$ cat src/rtl/wb_rr_arbiter_wd_if.sv
// -----------------------------------------------------------------------------
// wb_rr_arbiter_wd_if
// Bundle of Wishbone signals around the round-robin arbiter: the flattened
// per-master request/response buses and the single shared slave port.
//
// Modports
//   slave  : the arbiter's view (it is the slave of all masters and drives
//            the shared slave port).
//   master : the surrounding environment's view (masters + downstream slave).
//
// Per-master vectors are flattened, master k occupies [k*W +: W].
// -----------------------------------------------------------------------------
interface wb_rr_arbiter_wd_if #(
    parameter int NUM_MASTERS = 2,
    parameter int DW          = 32,
    parameter int AW          = 32
);
    // master request side
    logic [AW*NUM_MASTERS-1:0] wbm_adr_i;
    logic [DW*NUM_MASTERS-1:0] wbm_dat_i;
    logic [4*NUM_MASTERS-1:0]  wbm_sel_i;
    logic [3*NUM_MASTERS-1:0]  wbm_cti_i;
    logic [2*NUM_MASTERS-1:0]  wbm_bte_i;
    logic [NUM_MASTERS-1:0]    wbm_we_i;
    logic [NUM_MASTERS-1:0]    wbm_cyc_i;
    logic [NUM_MASTERS-1:0]    wbm_stb_i;

    // master response side
    logic [DW*NUM_MASTERS-1:0] wbm_dat_o;
    logic [NUM_MASTERS-1:0]    wbm_ack_o;
    logic [NUM_MASTERS-1:0]    wbm_err_o;
    logic [NUM_MASTERS-1:0]    wbm_rty_o;

    // shared slave port, request side
    logic [AW-1:0]             wbs_adr_o;
    logic [DW-1:0]             wbs_dat_o;
    logic [3:0]                wbs_sel_o;
    logic                      wbs_we_o;
    logic                      wbs_cyc_o;
    logic                      wbs_stb_o;
    logic [2:0]                wbs_cti_o;
    logic [1:0]                wbs_bte_o;

    // shared slave port, response side
    logic [DW-1:0]             wbs_dat_i;
    logic                      wbs_ack_i;
    logic                      wbs_err_i;
    logic                      wbs_rty_i;

    modport slave (
        input  wbm_adr_i, wbm_dat_i, wbm_sel_i, wbm_cti_i, wbm_bte_i,
        input  wbm_we_i, wbm_cyc_i, wbm_stb_i,
        output wbm_dat_o, wbm_ack_o, wbm_err_o, wbm_rty_o,
        output wbs_adr_o, wbs_dat_o, wbs_sel_o, wbs_we_o,
        output wbs_cyc_o, wbs_stb_o, wbs_cti_o, wbs_bte_o,
        input  wbs_dat_i, wbs_ack_i, wbs_err_i, wbs_rty_i
    );

    modport master (
        output wbm_adr_i, wbm_dat_i, wbm_sel_i, wbm_cti_i, wbm_bte_i,
        output wbm_we_i, wbm_cyc_i, wbm_stb_i,
        input  wbm_dat_o, wbm_ack_o, wbm_err_o, wbm_rty_o,
        input  wbs_adr_o, wbs_dat_o, wbs_sel_o, wbs_we_o,
        input  wbs_cyc_o, wbs_stb_o, wbs_cti_o, wbs_bte_o,
        output wbs_dat_i, wbs_ack_i, wbs_err_i, wbs_rty_i
    );
endinterface

$ cat src/rtl/wb_rr_arbiter_wd.sv
// -----------------------------------------------------------------------------
// wb_rr_arbiter_wd
// Round-robin Wishbone arbiter with a stall watchdog. Up to NUM_MASTERS
// masters share one slave. A master keeps the bus for as long as it holds
// cyc, so bursts and read-modify-write sequences are never split. If the
// slave leaves a strobed access unanswered for more than TIMEOUT cycles the
// transfer is terminated with err to the owning master and a timeout pulse.
//
// Ports
//   wb_clk_i   : clock, all state on the rising edge
//   wb_rst_ni  : asynchronous active-low reset
//   bus        : wb_rr_arbiter_wd_if.slave, master buses + shared slave port
//   grant_o    : registered one-hot grant, all zero while idle
//   timeout_o  : single-cycle pulse in the cycle a transfer is aborted
// -----------------------------------------------------------------------------
module wb_rr_arbiter_wd #(
    parameter int NUM_MASTERS = 2,
    parameter int DW          = 32,
    parameter int AW          = 32,
    parameter int TIMEOUT     = 255
) (
    input  logic                   wb_clk_i,
    input  logic                   wb_rst_ni,
    wb_rr_arbiter_wd_if.slave      bus,
    output logic [NUM_MASTERS-1:0] grant_o,
    output logic                   timeout_o
);

    localparam int          IW     = (NUM_MASTERS > 1) ? $clog2(NUM_MASTERS) : 1;
    localparam logic [15:0] TO_VAL = 16'(TIMEOUT);

    typedef enum logic [1:0] {
        ST_IDLE  = 2'd0,
        ST_GRANT = 2'd1,
        ST_ABORT = 2'd2
    } state_t;

    state_t                 state_r;
    logic [NUM_MASTERS-1:0] grant_r;
    logic [IW-1:0]          gidx_r;
    logic [IW-1:0]          last_idx_r;
    logic [15:0]            wd_cnt_r;

    logic                   pick_found_s;
    logic [IW-1:0]          pick_idx_s;
    logic                   resp_s;
    logic                   gcyc_s;
    logic                   gstb_s;
    logic                   abort_s;
    int                     gsel_s;

    function automatic logic [NUM_MASTERS-1:0] idx_to_onehot(input logic [IW-1:0] idx);
        logic [NUM_MASTERS-1:0] oh;
        for (int i = 0; i < NUM_MASTERS; i++) begin
            oh[i] = (IW'(i) == idx);
        end
        return oh;
    endfunction

    assign gsel_s  = int'(gidx_r);
    assign resp_s  = bus.wbs_ack_i | bus.wbs_err_i | bus.wbs_rty_i;
    assign gcyc_s  = bus.wbm_cyc_i[gidx_r];
    assign gstb_s  = bus.wbm_stb_i[gidx_r];
    // Abort only when the watchdog has already run out and the slave is still
    // silent in this cycle; a late response always wins over the watchdog.
    assign abort_s = (state_r == ST_GRANT) && gstb_s && !resp_s && (wd_cnt_r == TO_VAL);

    assign grant_o   = grant_r;
    assign timeout_o = abort_s;

    // Read data is broadcast; only the owner sees an ack that qualifies it.
    assign bus.wbm_dat_o = {NUM_MASTERS{bus.wbs_dat_i}};

    // Round-robin search: first requester upward from the previous winner, wrapping.
    always_comb begin
        pick_found_s = 1'b0;
        pick_idx_s   = '0;
        for (int i = 1; i <= NUM_MASTERS; i++) begin
            int   cand;
            logic hit;
            cand         = (int'(last_idx_r) + i) % NUM_MASTERS;
            hit          = !pick_found_s && bus.wbm_cyc_i[IW'(cand)];
            pick_idx_s   = hit ? IW'(cand) : pick_idx_s;
            pick_found_s = pick_found_s | hit;
        end
    end

    // Shared slave port mux and response steering to the owning master.
    always_comb begin
        bus.wbs_adr_o = '0;
        bus.wbs_dat_o = '0;
        bus.wbs_sel_o = 4'b0000;
        bus.wbs_we_o  = 1'b0;
        bus.wbs_cyc_o = 1'b0;
        bus.wbs_stb_o = 1'b0;
        bus.wbs_cti_o = 3'b000;
        bus.wbs_bte_o = 2'b00;
        bus.wbm_ack_o = '0;
        bus.wbm_err_o = '0;
        bus.wbm_rty_o = '0;
        if (state_r == ST_GRANT) begin
            bus.wbs_adr_o         = bus.wbm_adr_i[gsel_s*AW +: AW];
            bus.wbs_dat_o         = bus.wbm_dat_i[gsel_s*DW +: DW];
            bus.wbs_sel_o         = bus.wbm_sel_i[gsel_s*4 +: 4];
            bus.wbs_cti_o         = bus.wbm_cti_i[gsel_s*3 +: 3];
            bus.wbs_bte_o         = bus.wbm_bte_i[gsel_s*2 +: 2];
            bus.wbs_we_o          = bus.wbm_we_i[gidx_r];
            bus.wbs_cyc_o         = gcyc_s;
            bus.wbs_stb_o         = gstb_s;
            bus.wbm_ack_o[gidx_r] = bus.wbs_ack_i;
            bus.wbm_err_o[gidx_r] = bus.wbs_err_i | abort_s;
            bus.wbm_rty_o[gidx_r] = bus.wbs_rty_i;
        end else begin
            // Idle or aborting: slave port parked, no responses to anyone.
            bus.wbs_cyc_o = 1'b0;
            bus.wbs_stb_o = 1'b0;
        end
    end

    // Arbitration FSM, registered grant and stall watchdog.
    always_ff @(posedge wb_clk_i or negedge wb_rst_ni) begin
        if (!wb_rst_ni) begin
            state_r    <= ST_IDLE;
            grant_r    <= '0;
            gidx_r     <= '0;
            last_idx_r <= IW'(NUM_MASTERS - 1);
            wd_cnt_r   <= 16'd0;
        end else begin
            case (state_r)
                ST_IDLE: begin
                    if (pick_found_s) begin
                        state_r    <= ST_GRANT;
                        gidx_r     <= pick_idx_s;
                        last_idx_r <= pick_idx_s;
                        grant_r    <= idx_to_onehot(pick_idx_s);
                        wd_cnt_r   <= 16'd0;
                    end else begin
                        state_r <= ST_IDLE;
                        grant_r <= '0;
                    end
                end
                ST_GRANT: begin
                    if (!gcyc_s) begin
                        // Owner released the bus; one idle cycle before the next grant.
                        state_r  <= ST_IDLE;
                        grant_r  <= '0;
                        wd_cnt_r <= 16'd0;
                    end else if (abort_s) begin
                        state_r <= ST_ABORT;
                    end else if (resp_s) begin
                        wd_cnt_r <= 16'd0;
                    end else if (gstb_s) begin
                        wd_cnt_r <= wd_cnt_r + 16'd1;
                    end else begin
                        wd_cnt_r <= wd_cnt_r;
                    end
                end
                ST_ABORT: begin
                    // Hold the bus parked until the aborted master lets go of cyc.
                    if (!gcyc_s) begin
                        state_r  <= ST_IDLE;
                        grant_r  <= '0;
                        wd_cnt_r <= 16'd0;
                    end else begin
                        state_r <= ST_ABORT;
                    end
                end
                default: begin
                    state_r  <= ST_IDLE;
                    grant_r  <= '0;
                    wd_cnt_r <= 16'd0;
                end
            endcase
        end
    end

endmodule

$ cat src/flat_wrapper.sv
// flat-port wrapper written by rule: the top's interface ports become plain ports
module wb_rr_arbiter_wd_flat 
#(
    parameter int NUM_MASTERS = 2,
    parameter int DW          = 32,
    parameter int AW          = 32,
    parameter int TIMEOUT     = 255
)
  (wb_clk_i, wb_rst_ni, grant_o, timeout_o, bus_wbm_adr_i, bus_wbm_dat_i, bus_wbm_sel_i, bus_wbm_cti_i, bus_wbm_bte_i, bus_wbm_we_i, bus_wbm_cyc_i, bus_wbm_stb_i, bus_wbm_dat_o, bus_wbm_ack_o, bus_wbm_err_o, bus_wbm_rty_o, bus_wbs_adr_o, bus_wbs_dat_o, bus_wbs_sel_o, bus_wbs_we_o, bus_wbs_cyc_o, bus_wbs_stb_o, bus_wbs_cti_o, bus_wbs_bte_o, bus_wbs_dat_i, bus_wbs_ack_i, bus_wbs_err_i, bus_wbs_rty_i);
  wb_rr_arbiter_wd_if #(.NUM_MASTERS(NUM_MASTERS), .DW(DW), .AW(AW)) bus_i ();
  input  logic wb_clk_i;
  input  logic wb_rst_ni;
  output logic [NUM_MASTERS-1:0] grant_o;
  output logic timeout_o;
  input wire logic [$bits(bus_i.wbm_adr_i)-1:0] bus_wbm_adr_i;
  input wire logic [$bits(bus_i.wbm_dat_i)-1:0] bus_wbm_dat_i;
  input wire logic [$bits(bus_i.wbm_sel_i)-1:0] bus_wbm_sel_i;
  input wire logic [$bits(bus_i.wbm_cti_i)-1:0] bus_wbm_cti_i;
  input wire logic [$bits(bus_i.wbm_bte_i)-1:0] bus_wbm_bte_i;
  input wire logic [$bits(bus_i.wbm_we_i)-1:0] bus_wbm_we_i;
  input wire logic [$bits(bus_i.wbm_cyc_i)-1:0] bus_wbm_cyc_i;
  input wire logic [$bits(bus_i.wbm_stb_i)-1:0] bus_wbm_stb_i;
  output wire logic [$bits(bus_i.wbm_dat_o)-1:0] bus_wbm_dat_o;
  output wire logic [$bits(bus_i.wbm_ack_o)-1:0] bus_wbm_ack_o;
  output wire logic [$bits(bus_i.wbm_err_o)-1:0] bus_wbm_err_o;
  output wire logic [$bits(bus_i.wbm_rty_o)-1:0] bus_wbm_rty_o;
  output wire logic [$bits(bus_i.wbs_adr_o)-1:0] bus_wbs_adr_o;
  output wire logic [$bits(bus_i.wbs_dat_o)-1:0] bus_wbs_dat_o;
  output wire logic [$bits(bus_i.wbs_sel_o)-1:0] bus_wbs_sel_o;
  output wire logic [$bits(bus_i.wbs_we_o)-1:0] bus_wbs_we_o;
  output wire logic [$bits(bus_i.wbs_cyc_o)-1:0] bus_wbs_cyc_o;
  output wire logic [$bits(bus_i.wbs_stb_o)-1:0] bus_wbs_stb_o;
  output wire logic [$bits(bus_i.wbs_cti_o)-1:0] bus_wbs_cti_o;
  output wire logic [$bits(bus_i.wbs_bte_o)-1:0] bus_wbs_bte_o;
  input wire logic [$bits(bus_i.wbs_dat_i)-1:0] bus_wbs_dat_i;
  input wire logic [$bits(bus_i.wbs_ack_i)-1:0] bus_wbs_ack_i;
  input wire logic [$bits(bus_i.wbs_err_i)-1:0] bus_wbs_err_i;
  input wire logic [$bits(bus_i.wbs_rty_i)-1:0] bus_wbs_rty_i;
  assign bus_i.wbm_adr_i = bus_wbm_adr_i;
  assign bus_i.wbm_dat_i = bus_wbm_dat_i;
  assign bus_i.wbm_sel_i = bus_wbm_sel_i;
  assign bus_i.wbm_cti_i = bus_wbm_cti_i;
  assign bus_i.wbm_bte_i = bus_wbm_bte_i;
  assign bus_i.wbm_we_i = bus_wbm_we_i;
  assign bus_i.wbm_cyc_i = bus_wbm_cyc_i;
  assign bus_i.wbm_stb_i = bus_wbm_stb_i;
  assign bus_wbm_dat_o = bus_i.wbm_dat_o;
  assign bus_wbm_ack_o = bus_i.wbm_ack_o;
  assign bus_wbm_err_o = bus_i.wbm_err_o;
  assign bus_wbm_rty_o = bus_i.wbm_rty_o;
  assign bus_wbs_adr_o = bus_i.wbs_adr_o;
  assign bus_wbs_dat_o = bus_i.wbs_dat_o;
  assign bus_wbs_sel_o = bus_i.wbs_sel_o;
  assign bus_wbs_we_o = bus_i.wbs_we_o;
  assign bus_wbs_cyc_o = bus_i.wbs_cyc_o;
  assign bus_wbs_stb_o = bus_i.wbs_stb_o;
  assign bus_wbs_cti_o = bus_i.wbs_cti_o;
  assign bus_wbs_bte_o = bus_i.wbs_bte_o;
  assign bus_i.wbs_dat_i = bus_wbs_dat_i;
  assign bus_i.wbs_ack_i = bus_wbs_ack_i;
  assign bus_i.wbs_err_i = bus_wbs_err_i;
  assign bus_i.wbs_rty_i = bus_wbs_rty_i;
  wb_rr_arbiter_wd #(.NUM_MASTERS(NUM_MASTERS), .DW(DW), .AW(AW), .TIMEOUT(TIMEOUT)) u_core (.wb_clk_i(wb_clk_i), .wb_rst_ni(wb_rst_ni), .bus(bus_i), .grant_o(grant_o), .timeout_o(timeout_o));
endmodule
$ cat config.mk
export PLATFORM = sky130hd
export DESIGN_NAME = wb_rr_arbiter_wd_flat
export DESIGN_NICKNAME = d
export VERILOG_FILES = /design/src/rtl/wb_rr_arbiter_wd_if.sv /design/src/rtl/wb_rr_arbiter_wd.sv /design/src/flat_wrapper.sv
export SDC_FILE = /design/constraint.sdc
export NUM_CORES = 1
export LEC_CHECK = 0
export BUFFER_PORTS_ARGS = -buffer_cell sky130_fd_sc_hd__buf_4
export CAP_MARGIN = 0
export CORE_AREA = 5 5 128 130
export CTS_BUF_LIST = sky130_fd_sc_hd__clkbuf_8
export DETAILED_ROUTE_END_ITERATION = 16
export DIE_AREA = 0 0 133 135
export SLEW_MARGIN = 20
export SYNTH_ARGS = -nofsm -noshare
export SYNTH_HDL_FRONTEND = slang
export SYNTH_SLANG_ARGS = --single-unit
export TNS_END_PERCENT = 5
$ cat constraint.sdc
create_clock -name wb_clk_i -period 2.5 [get_ports wb_clk_i]
set_input_delay 0.375 -clock wb_clk_i [delete_from_list [all_inputs] [get_ports wb_clk_i]]
set_output_delay 0.375 -clock wb_clk_i [all_outputs]
set_load 0.05 [all_outputs]
# Word-level counts from Yosys, hierarchy flattened
# Cells that the tools add are included.
[classes] eq_ne=9 muxes=40 reduce_logical=11 addsub=3 n_mul=1 magnitude_cmp=4 n_bitwise=8 shifts=5
[ops] op="variable part select 64 x 7 -> 32 bit" count=2
[ops] op="2-to-1 mux 16 bit" count=6
[ops] op="2-to-1 mux 32 bit" count=2
[ops] op="one-hot mux 16 bit (3 select lines)" count=1
[ops] op="variable part select 6 x 32 -> 3 bit" count=1
[ops] op="2-to-1 mux 2 bit" count=9
[ops] op="2-to-1 mux 1 bit" count=17
[ops] op="adder 16 x 1 -> 16 bit (second input constant)" count=1
[ops] op="equality test 16 x 8 -> 1 bit (second input constant)" count=1
[ops] op="variable part select 8 x 4 -> 4 bit" count=1
[ops] op="bitwise AND 2 bit" count=3
[ops] op="less-than comparator 1 x 3 -> 1 bit (second input constant)" count=2
[ops] op="!= test 3 bit (second input constant)" count=2
[ops] op="one-hot mux 2 bit (3 select lines)" count=1
[ops] op="logical AND 1 bit" count=5
[ops] op="2-to-1 mux 4 bit" count=1
[ops] op="!= test 2 bit (second input constant)" count=2
[ops] op="!= test 4 x 3 -> 1 bit (second input constant)" count=1
[ops] op="OR 1 bit" count=4
[ops] op="one-hot mux 2 bit (2 select lines)" count=1
[ops] op="AND reduction 4 bit" count=1
[ops] op="variable part select 4 x 3 -> 2 bit" count=1
[ops] op="multiplier 1 x 2 -> 3 bit (second input constant)" count=1
[ops] op="2-to-1 mux 3 bit" count=1
[ops] op="12 further kinds" count=14
[word_totals] in_bits=189 wordCells=86 register_bits=22 output_inout_bits=149

# Depth between registers and ports, before layout
# Gate-level depths: netlist of run 1.
[logic_depth] ltp_word=10 depth_mapped=9 mapped_depth_nobuf=7

# Worst setup path after synthesis of run 1
# No wires, ideal clock.
[synth_path] path_kind="register -> output" startpoint="reg u_core.wd_cnt_r[0]" endpoint="out bus_wbm_err_o[0]" path_stages_with_launch=7 required_time_ns=2.125 t_arrival_ns=3.294 slack_ns=-1.169 cell_sequence="dfrtp_1 -> ha_1 -> nand3_2 -> or4_4 -> nor2_1 -> nor2_1 -> nor3b_1"
[synth_between] elab_chain_len=5
[synth_rtl] item="start, declared" line="wb_rr_arbiter_wd.sv:42" rtl="logic [15:0] wd_cnt_r;"
[synth_rtl] item="start signal, assigned" line="wb_rr_arbiter_wd.sv:153" rtl="wd_cnt_r <= wd_cnt_r + 16'd1;"
[synth_rtl] item="start signal, assigned" line="wb_rr_arbiter_wd.sv:155" rtl="wd_cnt_r <= wd_cnt_r;"
[synth_rtl] item="equality test 16 x 8 -> 1 bit" line="wb_rr_arbiter_wd.sv:66" rtl="assign abort_s = (state_r == ST_GRANT) && gstb_s && !resp_s && (wd_cnt_r == TO_VAL);"
[synth_rtl] item="logical AND 1 bit" line="wb_rr_arbiter_wd.sv:66"
[synth_rtl] item="net timeout_o" line="flat_wrapper.sv:14" rtl="output logic timeout_o;"
[synth_rtl] item="OR 1 bit" line="wb_rr_arbiter_wd.sv:111" rtl="bus.wbm_err_o[gidx_r] = bus.wbs_err_i | abort_s;"
[synth_rtl] item="bitwise AND 2 bit (no source line)"
[synth_rtl] item="2-to-1 mux 2 bit" line="wb_rr_arbiter_wd.sv:101" rtl="if (state_r == ST_GRANT) begin"
[synth_rtl] item="end, declared" line="flat_wrapper.sv:25" rtl="output wire logic [$bits(bus_i.wbm_err_o)-1:0] bus_wbm_err_o;"
# The timed path passes the listed nets, and every way through them passes these cells.

# Final worst setup path of run 1
[layout_path] startpoint="reg u_core.gidx_r" endpoint="out bus_wbs_dat_o[7]"
[layout_between] elab_chain_len=2
[layout_rtl] item="start, declared" line="wb_rr_arbiter_wd.sv:40" rtl="logic [IW-1:0] gidx_r;"
[layout_rtl] item="start signal, assigned" line="wb_rr_arbiter_wd.sv:133" rtl="gidx_r <= pick_idx_s;"
[layout_rtl] item="variable part select 64 x 7 -> 32 bit" line="wb_rr_arbiter_wd.sv:103" rtl="bus.wbs_dat_o = bus.wbm_dat_i[gsel_s*DW +: DW];"
[layout_rtl] item="2-to-1 mux 32 bit" line="wb_rr_arbiter_wd.sv:101"
[layout_rtl] item="end, declared" line="flat_wrapper.sv:28" rtl="output wire logic [$bits(bus_i.wbs_dat_o)-1:0] bus_wbs_dat_o;"
# Every way passes these cells.

==> metrics.md, run 1 <==
| Metric | Value |
|---|---|
| Status | complete, but fails checks |
| Failing checks | hold timing |
| Max-slew violations | 0 |
| Static leakage | between 2 and 3 nW |
| Pre-CTS setup slack | around 150 ps |
| Worst Slack Setup Final | 65.9 ps |
| TritonCTS Buffers | 3 |
| P&R area growth vs syn | 55.9% |
| Crit start category | flip-flop |
| Post-Syn Nets | roughly 570 |
| Most frequent cell after synthesis | nor2b_1 |
| Nets | between 700 and 800 |
| Sequential area share after synthesis | 17.7% |
| Final setup vio count | 0 |
| Initial drt markers | 93 |
| Final antenna-violating net count | 0 |
| Via density | 4.61 |
| Synth Register Bits | 22 |
| DR WL/cell | 18.8 um |
| Peak supply drop | between 500 and 600 uV |
| Drt drc | 0 |
| Synth area leaders | mux2i_1, dfrtp_1, buf_4, nor2b_1, o31ai_1 |
| Clock slew at reported path FFs | approximately 80 ps |
| Syn_area_per_cell | a little over 8 um2 |
| Clock skew | between 1.5 and 2 ps |
| Maximum clock rate | 0.411 GHz |
| Post-synth top cells | nor2b_1, mux2i_1, buf_4 |
| WS Path Type | reg2out |
| Hold buffer count at CTS | 0 |
| Post-DP HPWL | between 10,000 and 15,000 um |
| Hold Vio Cnt, Final | 10 |
| Fin crit share | roughly 97% |
| RD Place Congestion | ~0.9 |
| Fin Hold WS | -4.10 ps |
| Vias in the first global route | between 3,000 and 4,000 |
| Post-DP Area | about 4700 um2 |
| H-tree Lvls | 1 |
| Post-synth EDFFs | 0 |
| IO Pins | 338 |
| Gate Count Post-Synth | between 300 and 400 |
| Yosys warns | 0 |
| Tot Pwr | ~4.9 mW |
| Largest net degree at the start of global routing | 74 |
| Initial antenna violation count | 0 |
| CTS tree | yes |
| Diode count | 0 |
| Initial Util | roughly a fifth |
| Drt pass-1 iters | 5 |
| Worst-Margin Slew | 683 ps |
| PwrDens | 1000 nW/um2 |
| Slew headroom | between 50% and 60% |
| Fill cells | 1,581 |
| Total GRT Usage | approximately 14% |
| Global-route wire length before repair | 20,500 um |
| Chip Width | 133 um |
| CP Capture Type | output pin |
| Synthesized area | ~3100 um2 |
| Port Buffer Count | around 240 |
| GR Overflow Total | 0 |
| # clock sinks | 22 |
| Synth async-reset ratio | 100% |
| Worst EP required | 2120 ps |
| Max_cap viols | 0 |
| Netlist cell types | 37 |
| Core Region | 15,000 um2 |
| Die ar. | about 18,000 um2 |
| Unrepaired setup endpoints after global routing | no |
| Max clock buf depth | 2 |
| Routed wire length | between 10,000 and 15,000 um |
| Synth top area share | approximately a quarter |
| Arr. time, crit path | 2060 ps |
| Vias | between 3,000 and 4,000 |
| Top FF cell, synth | dfrtp_1 |
| Dominant cell type by area after synthesis | mux2i_1 |
| # rows | 45 |
| Clock root cell | clkbuf_8 |
| Share of post-route cells with drive strength above 1 | approximately 50% |
| CP max FO | 73 |
| Fin crit period | around 2400 ps |
| Chip height | roughly 140 um |
| Clk_lat worst skew | about 260 ps |
| Min-delay worst type | in2async |
| Finished layout cell area | 4870 um2 |
## cells in the final DEF (no fill, tap or decap), types with 2 or more instances in the layout
master | Yosys | layout
clkbuf_8 | 0 | 4
inv_1 | 4 | 4
and3b_1 | 2 | 2
a31oi_1 | 5 | 5
nor2_4 | 0 | 2
o21ai_1 | 3 | 3
buf_4 | 65 | 259
and2_1 | 2 | 2
ha_1 | 5 | 3
buf_6 | 1 | 2
nor2b_1 | 75 | 75
and3_1 | 4 | 4
o31ai_1 | 24 | 24
nor3_1 | 2 | 2
nand3_1 | 7 | 7
o21ai_0 | 2 | 2
nand4_1 | 5 | 5
nand2_1 | 13 | 13
mux2_2 | 5 | 5
nor2_1 | 14 | 11
a21oi_1 | 5 | 5
dfrtp_1 | 21 | 19
mux2i_1 | 74 | 74
o41ai_1 | 3 | 3
## metal layers
metal	GRT usage (%)	wire length [um]	vias to the layer above
met5	0	0	-
li1	-	-	1605
met4	2.02	88	0
met3	5.03	1310	6
met1	18.6	5960	1616
met2	23.2	6570	191
## worst max-delay path, stage by stage (launching register included)
cell and delay [ps]:
dfrtp_4 440, buf_12 390, mux2i_1 590, nor2b_1 100, buf_4 210
## stage by stage
stage	util [%]	cells	TNS, ps
floorplan	-	378	-43.4
global placement	31.4	729	0
detailed placement	31.4	729	0
CTS	32.0	737	0
global route	32.4	742	0
finish	32.4	742	0
## logic make-up after synthesis
family | synth area share (%)
flops | 17.7
mux | 25.5
fa+ha+maj | 2.00
compound gates | 10.2
simple gates | 24.9
buf+inv | 19.5
xor+xnor | 0.280
## worst paths after layout
kind	startpoint	endpoint	depth (start not counted)	slack, ps
max	u_core.gidx_r	bus_wbs_dat_o[7]	4	70
min	wb_rst_ni	u_core.wd_cnt_r[12]	1	-4
max reg2reg	u_core.gidx_r	u_core.wd_cnt_r[11]	7	180
min reg2reg	u_core.wd_cnt_r[13]	u_core.wd_cnt_r[13]	1	510
max in group asynchronous	wb_rst_ni	u_core.last_idx_r	1	2220
min in group wb_clk_i	bus_wbm_cyc_i[0]	u_core.gidx_r	2	330
## power by group
part / leakage (nW) / switching (mW) / internal (mW) / total (mW)
logic: 2.31 / 2.70 / 1.45 / 4.15
registers: 0.295 / 0.0451 / 0.413 / 0.458
clock network: 0.0288 / 0.120 / 0.140 / 0.261
total: 2.63 / 2.86 / 2.01 / 4.87
## flip-flops by register name (all words and copies together), names as in the netlist
name and cells:
u_core.gidx_r 1, u_core.grant_o 2, u_core.last_idx_r 1, u_core.state_r 2, u_core.wd_cnt_r 16
## what timing repair did
action,4_1_cts,5_1_grt
pin swaps,3,4
resized for setup,3,3
setup buffers,4,5
hold endpoints to repair,0,0
endpoints found under the setup margin,3,10
## area by class of cell
class / instances / area, um2 / share of cell area [%]
well taps: 188 / 235 / 4.83
flip-flops and latches: 22 / 557 / 11.4
repair buffers: 262 / 1990 / 40.8
clock buffers: 4 / 55.1 / 1.13
inverters: 4 / 15.0 / 0.308
multi-input cells: 262 / 2020 / 41.5
(Power assumes the default switching activity.)
==> inputs of run 2 (changes only) <==
BUFFER_PORTS_ARGS = -buffer_cell sky130_fd_sc_hd__buf_2   (was -buffer_cell sky130_fd_sc_hd__buf_4)
TNS_END_PERCENT = unset   (was 5)
==> metrics.md, run 2 (synthesized netlist as in run 1, its figures left out) <==
| Metric | Value |
|---|---|
| Status | complete, no violations |
| CP dominant cell by count | nor2_4 |
| Clock slew at reported path FFs | 90 ps (about the same) |
| Chip Width | 133 um (unchanged) |
| Top routing layer in use | met4 |
| CP max FO | 5 (-93%) |
| Final antenna-violating net count | 0 (unchanged) |
| Via density | 4.37 (-5.1%) |
| Global-route wire length before repair | 18,700 um (-8.8%) |
| Share of post-route cells with drive strength above 1 | 51.4% (-0.083 points) |
| DR WL/cell | 17.4 um (-7.0%) |
| Clock root cell | clkbuf_8 |
| Finished layout cell area | 4260 um2 (-13%) |
| CP Cell Sequence | ha_4, nand3_2, or4_4, nor2_4, nor2_4, nor3b_4, buf_6 |
| Slowest-stage cell, CP | or4_4 |
| Diode count | 0 (unchanged) |
| CP Capture Type | output pin |
| Unrepaired setup endpoints after global routing | yes |
| CP Launch Point | u_core.wd_cnt_r[0] |
| Peak supply drop | 622 uV (+24%) |
| Crit start category | flip-flop |
| PwrDens | 1060 nW/um2 (+6.5%) |
| Initial antenna violation count | 0 (unchanged) |
| Routed wire length | 12,900 um (-7.4%) |
| Post-DP HPWL | 10,800 um (-6.3%) |
| Tot Pwr | 4.54 mW (-6.9%) |
| Drt pass-1 iters | 4 (-1) |
| Final setup vio count | 0 (unchanged) |
| # clock sinks | 22 (unchanged) |
| Core Region | 15,000 um2 (unchanged) |
| Met2 routed WL | 5740 um (-13%) |
| Clk_lat worst skew | 270 ps (about the same) |
| RD Place Congestion | 0.861 (-2.0%) |
| Fill cells | 1,608 (+1.7%) |
| Commonest non-fill, non-tap cell in the layout | buf_2 |
| Static leakage | 2.48 nW (-5.9%) |
| Worst EP required | 2120 ps (about the same) |
| Port Buffer Count | 241 (unchanged) |
| Met3 wire len | 1400 um (+7.1%) |
| Commonest cells after routing, fill and taps aside | buf_2, nor2b_1, mux2i_1 |
| Hold Vio Cnt, Final | 0 (-10) |
| CTS tree | yes |
| Fin Hold WS | 76.3 ps (+80.4 ps) |
| Worst reg2reg path depth | 6 (-1) |
| CP max stage delay | 560 ps (-30 ps) |
| Hold buffer count at CTS | 0 (unchanged) |
| Max clock buf depth | 2 (unchanged) |
| Setup TNS | 0 ps (unchanged) |
| Max-slew violations | 0 (unchanged) |
| Total GRT Usage | 13.1% (-1.2 points) |
| CP Capture Point | bus_wbm_err_o[0] |
| Met1 WL | 5700 um (-4.4%) |
| Arr. time, crit path | 2060 ps (about the same) |
| IO Pins | 338 (unchanged) |
| Post-DP Area | 4140 um2 (-12%) |
| Initial drt markers | 170 (+83%) |
| Min-delay worst type | in2async |
| GR Overflow Total | 0 (unchanged) |
| Most flop-heavy register | u_core.wd_cnt_r |
| Critical R2R Launch | u_core.gidx_r |
| Nets | 746 (-0.40%) |
| Worst-Margin Slew | 533 ps (-151 ps) |
| Die ar. | 18,000 um2 (unchanged) |
| Vias in the first global route | 3,164 (-9.6%) |
| Maximum clock rate | 0.411 GHz (+0.14%) |
| Max reg flops | 16 (unchanged) |
| Drt drc | 0 (unchanged) |
| Fin crit share | 97.2% (-0.13 points) |
| Initial Util | 20.8% (unchanged) |
| WS Path Type | reg2out |
| H-tree Lvls | 1 (unchanged) |
| Vias | 3,230 (-5.5%) |
| Chip height | 135 um (unchanged) |
| Max_cap viols | 0 (unchanged) |
| Clock skew | 4.05 ps (+2.12 ps) |
| # rows | 45 (unchanged) |
| Fin crit period | 2430 ps (-3.29 ps) |
| Worst R2R End | u_core.wd_cnt_r[5] |
| TritonCTS Buffers | 3 (unchanged) |
| Reg2reg setup slack | 280 ps (+100 ps) |
| P&R area growth vs syn | 36.3% |
| Largest net degree at the start of global routing | 74 (unchanged) |
| Slew headroom | 64.5% (+10 points) |
[run 2: changes by cell type in the layout (fill, tap and decap cells not counted), sizes merged]
| cell | delta |
|---|---|
| buf | -3 |
[run 2: metal layers]
metal	up-vias	GRT usage, %
met4	0	1.79
li1	1598	-
met1	1445	18.0
met2	183	20.1
met3	4	4.66
met5	-	0
[run 2: cell type report]
| type | count | area (um2) | share of cell area (%) |
|---|---|---|---|
| Multi-Input combinational cell | 262 | 2020 | 47.5 |
| Inverter | 4 | 15.0 | 0.352 |
| Timing Repair Buffer | 259 | 1370 | 32.2 |
| Clock buffer | 4 | 55.1 | 1.29 |
| Tap cell | 188 | 235 | 5.52 |
| Sequential cell | 22 | 558 | 13.1 |
[run 2: how the worst min path moves through the flow]
stage / start / end / cells past startpoint
finish: wb_rst_ni / u_core.wd_cnt_r[11] / 1
global route: wb_rst_ni / u_core.wd_cnt_r[11] / 1
CTS: wb_rst_ni / u_core.wd_cnt_r[11] / 1
detailed placement: wb_rst_ni / u_core.wd_cnt_r[11] / 1
global placement: wb_rst_ni / u_core.wd_cnt_r[10] / 1
floorplan: wb_rst_ni / u_core.gidx_r / 0
[run 2: power by group]
group          internal [mW]  switching [mW]  leakage (nW)  total (mW)
combinational           1.15            2.66          2.16        3.81
sequential             0.413          0.0425         0.294       0.456
clock                  0.141           0.125        0.0288       0.265
total                   1.71            2.83          2.48        4.54
[run 2: timing repair]
action / CTS / global route
endpoints found under the setup margin: 29 / 38
pin swaps: 1 / 4
buffers inserted: 0 / 3
resized for setup: 4 / 7
[run 2: through the flow]
| step | util [%] | setup slack, ps | instances |
|---|---|---|---|
| floorplan | - | -43.4 | 378 |
| global placement | 27.5 | 233 | 732 |
| detailed placement | 27.5 | 208 | 732 |
| CTS | 28.0 | 6.46 | 736 |
| global route | 28.3 | -20.6 | 739 |
| finish | 28.3 | 69.2 | 739 |
[run 2: critical path, delay by kind of cell, from the launching register on]
kind / cells / cell delay (ps)
fa+ha+maj: 1 / 150
buf+inv: 1 / 180
flops: 1 / 420
simple gates: 5 / 1040
